`src/rtl/sp_if_seq_ddr_mch_if.sv`:
```
// Bus bundle between the sp_if sequencer and its environment (control/DDR
// arbiter on one side, sp_if RAM blocks on the other).
//   master : environment side; drives the i_* signals, observes the o_* ones
//   slave  : sequencer side;   observes the i_* signals, drives the o_* ones
// Signals:
//   i_frame_max, i_frame_offset, i_rd_addr, i_rd_size, i_wr_addr, i_wr_size,
//   i_ch_en, i_tout_max                          frame configuration
//   i_ctrl_startp, i_skip_tx, i_sync_on          frame start control
//   i_ddr_endp, i_rxfifo_rd_last, i_sp_end       completion events
//   o_frame_time, o_ram_offset_addr              frame counter / RAM offsets
//   o_ddr_wxr, o_ddr_area, o_ddr_addr, o_ddr_size, o_ddr_start,
//   o_ddr_rd_startp, o_ddr_wr_startp             DDR request
//   o_sp_start, o_ddr_endp, o_ctrl_endp          phase pulses
//   o_busy, o_tout_err, o_ovr_err                status
interface sp_if_seq_ddr_mch_if #(
  parameter int NUM_CH = 2,
  parameter int OFS_W  = 32,
  parameter int DDR_AW = 27,
  parameter int TOUT_W = 24
);
  logic [3:0]               i_frame_max;
  logic [NUM_CH*OFS_W-1:0]  i_frame_offset;
  logic [NUM_CH*DDR_AW-1:0] i_rd_addr;
  logic [31:0]              i_rd_size;
  logic [DDR_AW-1:0]        i_wr_addr;
  logic [31:0]              i_wr_size;
  logic [NUM_CH-1:0]        i_ch_en;
  logic [TOUT_W-1:0]        i_tout_max;
  logic                     i_ctrl_startp;
  logic                     i_skip_tx;
  logic                     i_sync_on;
  logic                     i_ddr_endp;
  logic                     i_rxfifo_rd_last;
  logic                     i_sp_end;

  logic [3:0]               o_frame_time;
  logic [NUM_CH*OFS_W-1:0]  o_ram_offset_addr;
  logic                     o_ddr_wxr;
  logic [3:0]               o_ddr_area;
  logic [DDR_AW-1:0]        o_ddr_addr;
  logic [31:0]              o_ddr_size;
  logic                     o_ddr_start;
  logic                     o_ddr_rd_startp;
  logic                     o_ddr_wr_startp;
  logic                     o_sp_start;
  logic                     o_ddr_endp;
  logic                     o_ctrl_endp;
  logic                     o_busy;
  logic                     o_tout_err;
  logic                     o_ovr_err;

  modport master (
    output i_frame_max, i_frame_offset, i_rd_addr, i_rd_size, i_wr_addr, i_wr_size,
           i_ch_en, i_tout_max, i_ctrl_startp, i_skip_tx, i_sync_on, i_ddr_endp,
           i_rxfifo_rd_last, i_sp_end,
    input  o_frame_time, o_ram_offset_addr, o_ddr_wxr, o_ddr_area, o_ddr_addr, o_ddr_size,
           o_ddr_start, o_ddr_rd_startp, o_ddr_wr_startp, o_sp_start, o_ddr_endp,
           o_ctrl_endp, o_busy, o_tout_err, o_ovr_err
  );

  modport slave (
    input  i_frame_max, i_frame_offset, i_rd_addr, i_rd_size, i_wr_addr, i_wr_size,
           i_ch_en, i_tout_max, i_ctrl_startp, i_skip_tx, i_sync_on, i_ddr_endp,
           i_rxfifo_rd_last, i_sp_end,
    output o_frame_time, o_ram_offset_addr, o_ddr_wxr, o_ddr_area, o_ddr_addr, o_ddr_size,
           o_ddr_start, o_ddr_rd_startp, o_ddr_wr_startp, o_sp_start, o_ddr_endp,
           o_ctrl_endp, o_busy, o_tout_err, o_ovr_err
  );
endinterface

```
`src/rtl/sp_if_seq_ddr_mch.sv`:
```
// Multi-channel DDR / signal-processing frame sequencer for the sonar sp_if
// path. Per frame: one DDR read per enabled input channel (area = channel),
// a signal-processing start, one DDR write-back (area = NUM_CH), then the
// completion pulses. Includes a per-wait-state watchdog and overrun flag.
// Ports:
//   i_clk156m : system clock
//   i_rst_n   : synchronous reset, active-low
//   bus       : sp_if_seq_ddr_mch_if slave modport (configuration, events,
//               DDR request, pulses and status)
module sp_if_seq_ddr_mch #(
  parameter int NUM_CH = 2,
  parameter int OFS_W  = 32,
  parameter int DDR_AW = 27,
  parameter int TOUT_W = 24
) (
  input  logic               i_clk156m,
  input  logic               i_rst_n,
  sp_if_seq_ddr_mch_if.slave bus
);

  typedef enum logic [2:0] {
    IDLE, RD_REQ, RD_WAIT, SP_REQ, SP_WAIT, WR_REQ, WR_WAIT, DONE
  } state_t;

  localparam int              CH_W  = 5;
  localparam logic [CH_W-1:0] NO_CH = CH_W'(NUM_CH);

  // Lowest enabled channel at or above 'from'; NO_CH when there is none.
  // Scanning downward lets the lowest match overwrite higher ones.
  function automatic logic [CH_W-1:0] lowest_from(input logic [NUM_CH-1:0] en,
                                                  input int from);
    logic [CH_W-1:0] r;
    r = NO_CH;
    for (int c = NUM_CH - 1; c >= 0; c--)
      if (c >= from && en[c]) r = CH_W'(c);
    return r;
  endfunction

  state_t            state;
  logic [3:0]        ch;
  logic [NUM_CH-1:0] ch_en_q;
  logic              sync_q;
  logic              got_endp;
  logic              got_last;
  logic [TOUT_W-1:0] wd_cnt;

  logic [CH_W-1:0]   rd_sel;
  logic [DDR_AW-1:0] rd_addr_sel;
  logic              in_wait;
  logic              wd_fire;
  logic              rd_both;

  // From IDLE the first channel comes from the live mask; afterwards from
  // the mask captured at start, searching above the channel just finished.
  assign rd_sel = (state == IDLE) ? lowest_from(bus.i_ch_en, 0)
                                  : lowest_from(ch_en_q, int'(ch) + 1);

  always_comb begin
    rd_addr_sel = '0;
    for (int c = 0; c < NUM_CH; c++)
      if (rd_sel == CH_W'(c)) rd_addr_sel = bus.i_rd_addr[c*DDR_AW +: DDR_AW];
  end

  assign in_wait = (state == RD_WAIT) || (state == SP_WAIT) || (state == WR_WAIT);
  // wd_cnt holds the cycles already spent in the current wait state, so the
  // limit is hit on the i_tout_max-th cycle of waiting.
  assign wd_fire = in_wait && (bus.i_tout_max != '0) &&
                   (wd_cnt == bus.i_tout_max - TOUT_W'(1));
  // Read completion needs both the DDR end and the FIFO drain, in any order.
  assign rd_both = (got_endp | bus.i_ddr_endp) & (got_last | bus.i_rxfifo_rd_last);

  // NOTE: every register here uses non-blocking assignment so all state
  // updates see the pre-edge values, independent of statement order.
  always_ff @(posedge i_clk156m) begin
    // NOTE: reset is synchronous -- sampled only at the clock edge.
    if (!i_rst_n) begin
      state                 <= IDLE;
      ch                    <= '0;
      ch_en_q               <= '0;
      sync_q                <= 1'b0;
      got_endp              <= 1'b0;
      got_last              <= 1'b0;
      wd_cnt                <= '0;
      bus.o_frame_time      <= '0;
      bus.o_ram_offset_addr <= '0;
      bus.o_ddr_wxr         <= 1'b0;
      bus.o_ddr_area        <= '0;
      bus.o_ddr_addr        <= '0;
      bus.o_ddr_size        <= '0;
      bus.o_ddr_start       <= 1'b0;
      bus.o_ddr_rd_startp   <= 1'b0;
      bus.o_ddr_wr_startp   <= 1'b0;
      bus.o_sp_start        <= 1'b0;
      bus.o_ddr_endp        <= 1'b0;
      bus.o_ctrl_endp       <= 1'b0;
      bus.o_busy            <= 1'b0;
      bus.o_tout_err        <= 1'b0;
      bus.o_ovr_err         <= 1'b0;
    end else begin
      bus.o_ddr_start     <= 1'b0;
      bus.o_ddr_rd_startp <= 1'b0;
      bus.o_ddr_wr_startp <= 1'b0;
      bus.o_sp_start      <= 1'b0;
      bus.o_ddr_endp      <= 1'b0;
      bus.o_ctrl_endp     <= 1'b0;
      bus.o_ovr_err       <= bus.i_ctrl_startp && (state != IDLE);
      // Every wait state is entered from a non-wait state, so this alone
      // restarts the watchdog on each state change.
      wd_cnt              <= in_wait ? wd_cnt + TOUT_W'(1) : '0;

      case (state)
        IDLE: begin
          if (bus.i_ctrl_startp) begin
            bus.o_busy     <= 1'b1;
            bus.o_tout_err <= 1'b0;
            sync_q         <= bus.i_sync_on;
            ch_en_q        <= bus.i_ch_en;
            got_endp       <= 1'b0;
            got_last       <= 1'b0;
            if (bus.i_skip_tx || bus.o_frame_time == bus.i_frame_max) begin
              bus.o_frame_time      <= '0;
              bus.o_ram_offset_addr <= '0;
            end else begin
              bus.o_frame_time <= bus.o_frame_time + 4'd1;
              for (int c = 0; c < NUM_CH; c++)
                bus.o_ram_offset_addr[c*OFS_W +: OFS_W] <=
                  bus.o_ram_offset_addr[c*OFS_W +: OFS_W] + bus.i_frame_offset[c*OFS_W +: OFS_W];
            end
            if (rd_sel != NO_CH) begin
              state               <= RD_REQ;
              ch                  <= rd_sel[3:0];
              bus.o_ddr_start     <= 1'b1;
              bus.o_ddr_rd_startp <= 1'b1;
              bus.o_ddr_wxr       <= 1'b0;
              bus.o_ddr_area      <= rd_sel[3:0];
              bus.o_ddr_addr      <= rd_addr_sel;
              bus.o_ddr_size      <= bus.i_rd_size;
            end else begin
              state <= SP_REQ;
            end
          end
        end

        RD_REQ: state <= RD_WAIT;

        RD_WAIT: begin
          if (rd_both) begin
            got_endp <= 1'b0;
            got_last <= 1'b0;
            if (rd_sel != NO_CH) begin
              state               <= RD_REQ;
              ch                  <= rd_sel[3:0];
              bus.o_ddr_start     <= 1'b1;
              bus.o_ddr_rd_startp <= 1'b1;
              bus.o_ddr_wxr       <= 1'b0;
              bus.o_ddr_area      <= rd_sel[3:0];
              bus.o_ddr_addr      <= rd_addr_sel;
              bus.o_ddr_size      <= bus.i_rd_size;
            end else begin
              state <= SP_REQ;
            end
          end else if (wd_fire) begin
            state          <= IDLE;
            bus.o_busy     <= 1'b0;
            bus.o_tout_err <= 1'b1;
            got_endp       <= 1'b0;
            got_last       <= 1'b0;
          end else begin
            got_endp <= got_endp | bus.i_ddr_endp;
            got_last <= got_last | bus.i_rxfifo_rd_last;
          end
        end

        SP_REQ: begin
          state          <= SP_WAIT;
          bus.o_sp_start <= 1'b1;
        end

        SP_WAIT: begin
          if (bus.i_sp_end) begin
            state               <= WR_REQ;
            bus.o_ddr_start     <= 1'b1;
            bus.o_ddr_wr_startp <= 1'b1;
            bus.o_ddr_wxr       <= 1'b1;
            bus.o_ddr_area      <= 4'(NUM_CH);
            bus.o_ddr_addr      <= bus.i_wr_addr;
            bus.o_ddr_size      <= bus.i_wr_size;
          end else if (wd_fire) begin
            state          <= IDLE;
            bus.o_busy     <= 1'b0;
            bus.o_tout_err <= 1'b1;
          end
        end

        WR_REQ: state <= WR_WAIT;

        WR_WAIT: begin
          if (bus.i_ddr_endp) begin
            state          <= DONE;
            bus.o_ddr_endp <= 1'b1;
          end else if (wd_fire) begin
            state          <= IDLE;
            bus.o_busy     <= 1'b0;
            bus.o_tout_err <= 1'b1;
          end
        end

        DONE: begin
          state           <= IDLE;
          bus.o_busy      <= 1'b0;
          bus.o_ctrl_endp <= !sync_q;
        end

        default: state <= IDLE;
      endcase
    end
  end

endmodule

```
`src/flat_wrapper.sv`:
```
// flat-port wrapper written by rule: the top's interface ports become plain ports
module sp_if_seq_ddr_mch_flat 
#(
  parameter int NUM_CH = 2,
  parameter int OFS_W  = 32,
  parameter int DDR_AW = 27,
  parameter int TOUT_W = 24
)
  (i_clk156m, i_rst_n, bus_i_frame_max, bus_i_frame_offset, bus_i_rd_addr, bus_i_rd_size, bus_i_wr_addr, bus_i_wr_size, bus_i_ch_en, bus_i_tout_max, bus_i_ctrl_startp, bus_i_skip_tx, bus_i_sync_on, bus_i_ddr_endp, bus_i_rxfifo_rd_last, bus_i_sp_end, bus_o_frame_time, bus_o_ram_offset_addr, bus_o_ddr_wxr, bus_o_ddr_area, bus_o_ddr_addr, bus_o_ddr_size, bus_o_ddr_start, bus_o_ddr_rd_startp, bus_o_ddr_wr_startp, bus_o_sp_start, bus_o_ddr_endp, bus_o_ctrl_endp, bus_o_busy, bus_o_tout_err, bus_o_ovr_err);
  sp_if_seq_ddr_mch_if #(.NUM_CH(NUM_CH), .OFS_W(OFS_W), .DDR_AW(DDR_AW), .TOUT_W(TOUT_W)) bus_i ();
  input  logic i_clk156m;
  input  logic i_rst_n;
  input wire logic [$bits(bus_i.i_frame_max)-1:0] bus_i_frame_max;
  input wire logic [$bits(bus_i.i_frame_offset)-1:0] bus_i_frame_offset;
  input wire logic [$bits(bus_i.i_rd_addr)-1:0] bus_i_rd_addr;
  input wire logic [$bits(bus_i.i_rd_size)-1:0] bus_i_rd_size;
  input wire logic [$bits(bus_i.i_wr_addr)-1:0] bus_i_wr_addr;
  input wire logic [$bits(bus_i.i_wr_size)-1:0] bus_i_wr_size;
  input wire logic [$bits(bus_i.i_ch_en)-1:0] bus_i_ch_en;
  input wire logic [$bits(bus_i.i_tout_max)-1:0] bus_i_tout_max;
  input wire logic [$bits(bus_i.i_ctrl_startp)-1:0] bus_i_ctrl_startp;
  input wire logic [$bits(bus_i.i_skip_tx)-1:0] bus_i_skip_tx;
  input wire logic [$bits(bus_i.i_sync_on)-1:0] bus_i_sync_on;
  input wire logic [$bits(bus_i.i_ddr_endp)-1:0] bus_i_ddr_endp;
  input wire logic [$bits(bus_i.i_rxfifo_rd_last)-1:0] bus_i_rxfifo_rd_last;
  input wire logic [$bits(bus_i.i_sp_end)-1:0] bus_i_sp_end;
  output wire logic [$bits(bus_i.o_frame_time)-1:0] bus_o_frame_time;
  output wire logic [$bits(bus_i.o_ram_offset_addr)-1:0] bus_o_ram_offset_addr;
  output wire logic [$bits(bus_i.o_ddr_wxr)-1:0] bus_o_ddr_wxr;
  output wire logic [$bits(bus_i.o_ddr_area)-1:0] bus_o_ddr_area;
  output wire logic [$bits(bus_i.o_ddr_addr)-1:0] bus_o_ddr_addr;
  output wire logic [$bits(bus_i.o_ddr_size)-1:0] bus_o_ddr_size;
  output wire logic [$bits(bus_i.o_ddr_start)-1:0] bus_o_ddr_start;
  output wire logic [$bits(bus_i.o_ddr_rd_startp)-1:0] bus_o_ddr_rd_startp;
  output wire logic [$bits(bus_i.o_ddr_wr_startp)-1:0] bus_o_ddr_wr_startp;
  output wire logic [$bits(bus_i.o_sp_start)-1:0] bus_o_sp_start;
  output wire logic [$bits(bus_i.o_ddr_endp)-1:0] bus_o_ddr_endp;
  output wire logic [$bits(bus_i.o_ctrl_endp)-1:0] bus_o_ctrl_endp;
  output wire logic [$bits(bus_i.o_busy)-1:0] bus_o_busy;
  output wire logic [$bits(bus_i.o_tout_err)-1:0] bus_o_tout_err;
  output wire logic [$bits(bus_i.o_ovr_err)-1:0] bus_o_ovr_err;
  assign bus_i.i_frame_max = bus_i_frame_max;
  assign bus_i.i_frame_offset = bus_i_frame_offset;
  assign bus_i.i_rd_addr = bus_i_rd_addr;
  assign bus_i.i_rd_size = bus_i_rd_size;
  assign bus_i.i_wr_addr = bus_i_wr_addr;
  assign bus_i.i_wr_size = bus_i_wr_size;
  assign bus_i.i_ch_en = bus_i_ch_en;
  assign bus_i.i_tout_max = bus_i_tout_max;
  assign bus_i.i_ctrl_startp = bus_i_ctrl_startp;
  assign bus_i.i_skip_tx = bus_i_skip_tx;
  assign bus_i.i_sync_on = bus_i_sync_on;
  assign bus_i.i_ddr_endp = bus_i_ddr_endp;
  assign bus_i.i_rxfifo_rd_last = bus_i_rxfifo_rd_last;
  assign bus_i.i_sp_end = bus_i_sp_end;
  assign bus_o_frame_time = bus_i.o_frame_time;
  assign bus_o_ram_offset_addr = bus_i.o_ram_offset_addr;
  assign bus_o_ddr_wxr = bus_i.o_ddr_wxr;
  assign bus_o_ddr_area = bus_i.o_ddr_area;
  assign bus_o_ddr_addr = bus_i.o_ddr_addr;
  assign bus_o_ddr_size = bus_i.o_ddr_size;
  assign bus_o_ddr_start = bus_i.o_ddr_start;
  assign bus_o_ddr_rd_startp = bus_i.o_ddr_rd_startp;
  assign bus_o_ddr_wr_startp = bus_i.o_ddr_wr_startp;
  assign bus_o_sp_start = bus_i.o_sp_start;
  assign bus_o_ddr_endp = bus_i.o_ddr_endp;
  assign bus_o_ctrl_endp = bus_i.o_ctrl_endp;
  assign bus_o_busy = bus_i.o_busy;
  assign bus_o_tout_err = bus_i.o_tout_err;
  assign bus_o_ovr_err = bus_i.o_ovr_err;
  sp_if_seq_ddr_mch #(.NUM_CH(NUM_CH), .OFS_W(OFS_W), .DDR_AW(DDR_AW), .TOUT_W(TOUT_W)) u_core (.i_clk156m(i_clk156m), .i_rst_n(i_rst_n), .bus(bus_i));
endmodule
```
`config.mk`:
```
export PLATFORM = sky130hd
export DESIGN_NAME = sp_if_seq_ddr_mch_flat
export DESIGN_NICKNAME = d
export VERILOG_FILES = /design/src/rtl/sp_if_seq_ddr_mch_if.sv /design/src/rtl/sp_if_seq_ddr_mch.sv /design/src/flat_wrapper.sv
export SDC_FILE = /design/constraint.sdc
export NUM_CORES = 1
export LEC_CHECK = 0
export BUFFER_PORTS_ARGS = -buffer_cell sky130_fd_sc_hd__buf_2
export CAP_MARGIN = 20
export CORE_MARGIN = 8
export CORE_UTILIZATION = 51
export CTS_CLUSTER_SIZE = 25
export DETAILED_ROUTE_END_ITERATION = 12
export PLACE_DENSITY_LB_ADDON = 0.08
export SYNTH_ARGS = -nofsm -noshare
export SYNTH_HDL_FRONTEND = slang
export SYNTH_SLANG_ARGS = --single-unit
```
`constraint.sdc`:
```
create_clock -name i_clk156m -period 4.68 [get_ports i_clk156m]
set_clock_uncertainty 0.2 [all_clocks]
set_input_delay 0.936 -clock i_clk156m [delete_from_list [all_inputs] [get_ports i_clk156m]]
set_output_delay 0.936 -clock i_clk156m [all_outputs]
set_load 0.02 [all_outputs]
```
# Word level (Yosys, flattened, before mapping)
# Cells that the tools add are included.
# Widths: inputs -> output; s select.
totals:
  out_inout_bits: 141
  inputBits: 247
  mem_bits_rw: 0
  mem_count: 0
  latch_bits: 0
  ff_bits: 177
  romBits: 0
  elab_cells: 143
op_classes:
  n_reduce_logical: 27
  muxes: 66
  n_shift: 0
  n_bitwise: 3
  mul: 0
  eq_ne: 17
  div_mod_pow: 0
  magnitude_cmp: 2
  addsub: 6
op_table:
  columns: ["op", "count"]
  rows:
  - ["$mux 27", 6]
  - ["$mux 32", 4]
  - ["$pmux 32 s3", 1]
  - ["$pmux 27 s3", 1]
  - ["$add 32x32->32", 2]
  - ["$mux 64", 1]
  - ["$ge 1x32->1 const A", 1]
  - ["$ge 2x32->1 const A", 1]
  - ["$mux 4", 8]
  - ["$add 24x1->24 const B", 1]
  - ["$eq 24x24->1", 1]
  - ["$mux 1", 24]
  - ["$pmux 3 s8", 1]
  - ["$reduce_bool 24->1", 1]
  - ["$sub 24x1->24 const B", 1]
  - ["$mux 3", 5]
  - ["$eq 3x3->1 const B", 4]
  - ["$pmux 4 s3", 1]
  - ["$reduce_and 2->1", 6]
  - ["$mux 5", 2]
  - ["$ne 2x2->1 const B", 5]
  - ["$reduce_and 5->1", 2]
  - ["$mux 2", 4]
  - ["$pmux 4 s2", 1]
  - ["25 further kinds", 37]

# Longest topological paths before layout
depth:
  depth_word: 12
  mapped_depth: 11
  ltp_nobuf: 11

# Least setup slack after synthesis
# Ideal clock, no wire load.
synth_timing:
  kind: "input to register"
  start: "input bus_i_frame_offset[0]"
  end: "register u_core.bus.o_ram_offset_addr[30]"
  stages: 11
  n_path_buf: 0
  t_arrival_ns: 3.586
  setup_slack_ns: 0.776
  required_time_ns: 4.363
  cell_sequence: "ha_1 -> fa_1 -> a21oi_1 -> o22ai_1 -> o211ai_1 -> o22ai_1 -> a2111oi_0 -> o21bai_1 -> o311a_1 -> or3_1 -> a32o_1"
synth_via:
  elab_chain_cells: 2
synth_lines:
  columns: ["item", "line_no", "text"]
  rows:
  - ["start, declared", "flat_wrapper.sv:14", "input wire logic [$bits(bus_i.i_frame_offset)-1:0] bus_i_frame_offset;"]
  - ["$add 32x32->32", "sp_if_seq_ddr_mch.sv:127", "bus.o_ram_offset_addr[c*OFS_W +: OFS_W] + bus.i_frame_offset[c*OFS_W +: OFS_W];"]
  - ["$mux 64", "sp_if_seq_ddr_mch.sv:120", "if (bus.i_skip_tx || bus.o_frame_time == bus.i_frame_max) begin"]
  - ["end signal, assigned by index", "sp_if_seq_ddr_mch.sv:126", "bus.o_ram_offset_addr[c*OFS_W +: OFS_W] <="]
  - ["end, declared", "sp_if_seq_ddr_mch_if.sv:65", "output o_frame_time, o_ram_offset_addr, o_ddr_wxr, o_ddr_area, o_ddr_addr, o_ddr_size,"]
# Every way passes these cells.
# A chain may end at the register's enable or synchronous reset.

# Worst setup path in the final report
layout_timing:
  start: "input bus_i_tout_max[0]"
  end: "register u_core.state[2]"
layout_via:
  elab_chain_cells: 6
  elab_cells_between_ends: 10
layout_lines:
  columns: ["item", "line_no", "text"]
  rows:
  - ["start, declared", "flat_wrapper.sv:20", "input wire logic [$bits(bus_i.i_tout_max)-1:0] bus_i_tout_max;"]
  - ["$sub 24x1->24 or $reduce_bool 24->1 (tied branches)", "sp_if_seq_ddr_mch.sv:68, sp_if_seq_ddr_mch.sv:67", null]
  - ["$eq 24x24->1 or $logic_and 1x1->1 (tied branches)", "sp_if_seq_ddr_mch.sv:68, sp_if_seq_ddr_mch.sv:67", null]
  - ["$logic_and 1x1->1 *", "sp_if_seq_ddr_mch.sv:67", "assign wd_fire = in_wait && (bus.i_tout_max != '0) &&"]
  - ["$mux 3 *", null, null]
  - ["$mux 3 (on tied branches)", null, null]
  - ["$pmux 3 s8 *", null, null]
  - ["end signal, assigned", "sp_if_seq_ddr_mch.sv:77", "state <= IDLE;"]
  - ["end signal, assigned", "sp_if_seq_ddr_mch.sv:130", "state <= RD_REQ;"]
  - ["end signal, assigned", "sp_if_seq_ddr_mch.sv:139", "state <= SP_REQ;"]
  - ["end, declared", "sp_if_seq_ddr_mch.sv:39", "state_t state;"]
# Every way passes the cells marked *; elsewhere a longest branch is shown, timed or not.

==> out/metrics.yaml <==
syn_inst: 1345
fillerInstances: 1855
powerDensity_nw_per_um2: 315
regToRegStartpoint: "u_core.bus.o_ram_offset_addr[0]$_SDFFE_PN0P_"
cts_setup_buffers: 0
dr.pass1.iters: 5
synth_area_leaders: "dfxtp_1 32%, ha_1 7.6%, nand2_1 5.7%"
hpwlAfterDp_mm: 28.2
fmax_ghz: 0.252
relSlewSlack: 0.375
grt_pass1_vias: 11000
p_leak_nw: 6.49
end_kind: "flip-flop"
avgSynthCellArea_um2: 8.04
maxCapViolCount: 0
instances_no_fill: 1987
cts_root_buffer: "clkbuf_16"
syn2layout_area_growth_pct: 25.4
cp-startpoint: "bus_i_tout_max[0]"
grt_overflow: 0
drive_above_1_share: 0.263
clk_latency_ps: 430
critPathLaunchType: "input port"
setup_violations: 0
use_met3: 0.0758
portBuffers: 385
cts_hold_buf: 0
die_y_um: 162
synth_top_cell_area_share: 0.319
hold_path.startpoint: "u_core.sync_q$_SDFFE_PN0P_"
antenna_found_initial: 3
dp_slack_ps: 374
vias: 11100
ir_worst_vdd_v: 0.000264
hold_path_depth: 1
rsz0062_at_grt: "false"
place.gp.congestion: 0.916
vias_per_cell: 5.61
dr.first_iter.drc_count: 759
clock_sinks: 172
wirelength_mm: 36.0
crit_path_max_incr_delay_ps: 580
drv_slew: 0
cts_tree: "yes"
cpMaxStageDelayCell: "or4_2"
finalNetCount: 2013
tns_ps: 0
critPathKind: "input port to flip-flop"
cts.repair.resized: 0
grt_pass1_wl_mm: 56.4
ys_ff_latch: 172
drcViolationCount: 0
dp_cells: 1953
coreArea_um2: 20900
critical_path_arrival_ps: 4080
start_util: 0.517
io_pins: 388
ant_nets: 0
yosys.cell_count.top_type: "dfxtp_1"
reg2reg_depth: 11
syn-cell-area_um2: 10800
fin_crit_ps: 3960
hold_class: "flip-flop to flip-flop"
yosys_warnings: 0
setup_ws_ps: 718
required_ps: 4800
status: "finished, final reports clean"
globalRouteMet2Util: 0.451
ys_top_cells_by_count: "172 x dfxtp_1, 164 x nand2_1, 97 x nor2_1"
cts_buffers: 17
async_flop_share: 0
synth_edf_count: 0
clock_path_buffers: 2
fin_crit_sh: 0.847
die_area_um2: 26100
routedWlPerCell_um: 18.1
die_width_um: 162
grt_max_degree: 83
synth_largest_area_cell: "dfxtp_1"
hold_violations: 0
max_slew.worst_pin.slew_ps: 931
ctsHtreeMaxLevel: 4
use_met1: 0.308
fp-row-count: 53
gr-max-usage-layer: "met2"
critical_path.max_fanout: 4
ys_types: 69
grtUsageTotal: 0.265
synth_flop_cell: "dfxtp_1"
clk_pin_slew_worst_paths_ps: 60
crit_chain: "buf_2 -> inv_1 -> ha_1 -> nor4b_1 -> nand3_1 -> or4_2 -> xnor2_1 -> nor4_1 -> nand4_2 -> a2111oi_0 -> o211a_1 -> nor3_1"
yosysSeqAreaShare: 0.319
[where the power goes]
group,internal [W],total (W),switching [W]
Clock,0.000727,0.00131,0.000582
Sequential,0.00159,0.00168,0.0000922
Combinational,0.000510,0.00128,0.000768
Total,0.00282,0.00426,0.00144
[state kept, by name, indices dropped and copies added, names as in the netlist]
register / count
u_core.bus.o_ddr_rd_startp: 1
u_core.bus.o_busy: 1
u_core.ch_en_q: 1
u_core.bus.o_ovr_err: 1
u_core.ch: 2
u_core.bus.o_ddr_area: 2
u_core.bus.o_frame_time: 4
u_core.bus.o_ddr_wr_startp: 1
u_core.bus.o_ddr_wxr: 1
u_core.bus.o_ctrl_endp: 1
u_core.bus.o_ddr_start: 1
u_core.bus.o_ddr_addr: 27
u_core.bus.o_tout_err: 1
u_core.bus.o_ddr_endp: 1
u_core.got_endp: 1
u_core.bus.o_ddr_size: 32
u_core.bus.o_sp_start: 1
u_core.wd_cnt: 24
u_core.got_last: 1
u_core.state: 3
u_core.sync_q: 1
u_core.bus.o_ram_offset_addr: 64
[metal layers]
metal | wire length, µm | vias up | share of wire
met5 | 10 | - | 0.00028
met4 | 1080 | 2 | 0.030
met3 | 2710 | 72 | 0.075
met2 | 17200 | 388 | 0.48
met1 | 15000 | 5135 | 0.42
li1 | - | 5550 | -
[path summary, 6_finish.rpt]
kind | slack, ps | endpoint
max | 720 | u_core.state[2]$_SDFFE_PN0N_
min | 230 | u_core.bus.o_ctrl_endp$_SDFF_PN0_
max reg2reg | 1030 | u_core.bus.o_ram_offset_addr[30]$_SDFFE_PN0P_
min reg2reg | 230 | u_core.bus.o_ctrl_endp$_SDFF_PN0_
[through the flow]
stage               instance area (µm²)  hold slack [ps]  total power [W]  utilization
finish                            13600              227          0.00426        0.649
global route                      13600              244          0.00450        0.649
CTS                               13500              227          0.00428        0.647
detailed placement                13000              217          0.00297        0.622
global placement                  13000              210          0.00295        0.620
floorplan                         10800              198          0.00253            -
[cells in the final DEF, fill, tap and decap left out, types with 7 or more instances in the layout]
master	Yosys	layout
nor2_1	97	96
and3_1	16	16
o21bai_1	14	14
nor3b_1	10	10
nand4_1	11	11
a22oi_1	25	25
nor3_1	46	46
or3_1	8	8
a21oi_1	89	88
dfxtp_1	172	172
ha_1	66	66
buf_4	2	16
a31oi_1	9	9
a211oi_1	8	8
o211a_1	36	36
mux2i_1	7	7
a21o_1	21	21
xnor2_1	60	60
nand2_1	164	163
nand3_1	64	64
nand2b_1	11	10
clkbuf_16	0	17
nor2b_1	61	61
inv_1	20	20
o21ai_0	76	75
o211ai_1	7	7
a21boi_0	16	16
buf_2	0	384
a221oi_1	29	29
o21a_1	7	7
and2_1	8	8
xor2_1	47	47
[critical path: cells and delay by family]
kind                     cells  cell delay (ps)
adder cells (fa/ha/maj)      1              230
AO/OA/AOI/OAI                2              730
XOR/XNOR                     1              150
AND/OR/NAND/NOR              6             1820
buffers and inverters        2              210
[cell type report]
class / count / area (µm²) / share of cell area
Tap cell: 275 / 344 / 0.0254
Timing Repair Buffer: 403 / 2100 / 0.155
Multi-Input combinational cell: 1084 / 7050 / 0.520
Antenna cell: 4 / 10.0 / 0.000738
Inverter: 20 / 75.1 / 0.00554
Clock buffer: 24 / 492 / 0.0363
Sequential cell: 172 / 3440 / 0.254
Clock inverter: 5 / 37.5 / 0.00277
[logic make-up (layout without fill, tap and decap cells)]
logic type | Yosys count | in the layout | synth area share
and+or+nand+nor | 532 | 532 | 0.243
DFF | 172 | 172 | 0.319
buffers and inverters | 90 | 452 | 0.0320
muxes | 7 | 7 | 0.00648
AOI/OAI and AO/OA | 368 | 368 | 0.233
other | 1 | 6 | 0.000347
adders and majority gates | 68 | 68 | 0.0801
xor gates and xnor gates | 107 | 107 | 0.0867
Note: power is estimated with default switching activity, not from simulation.
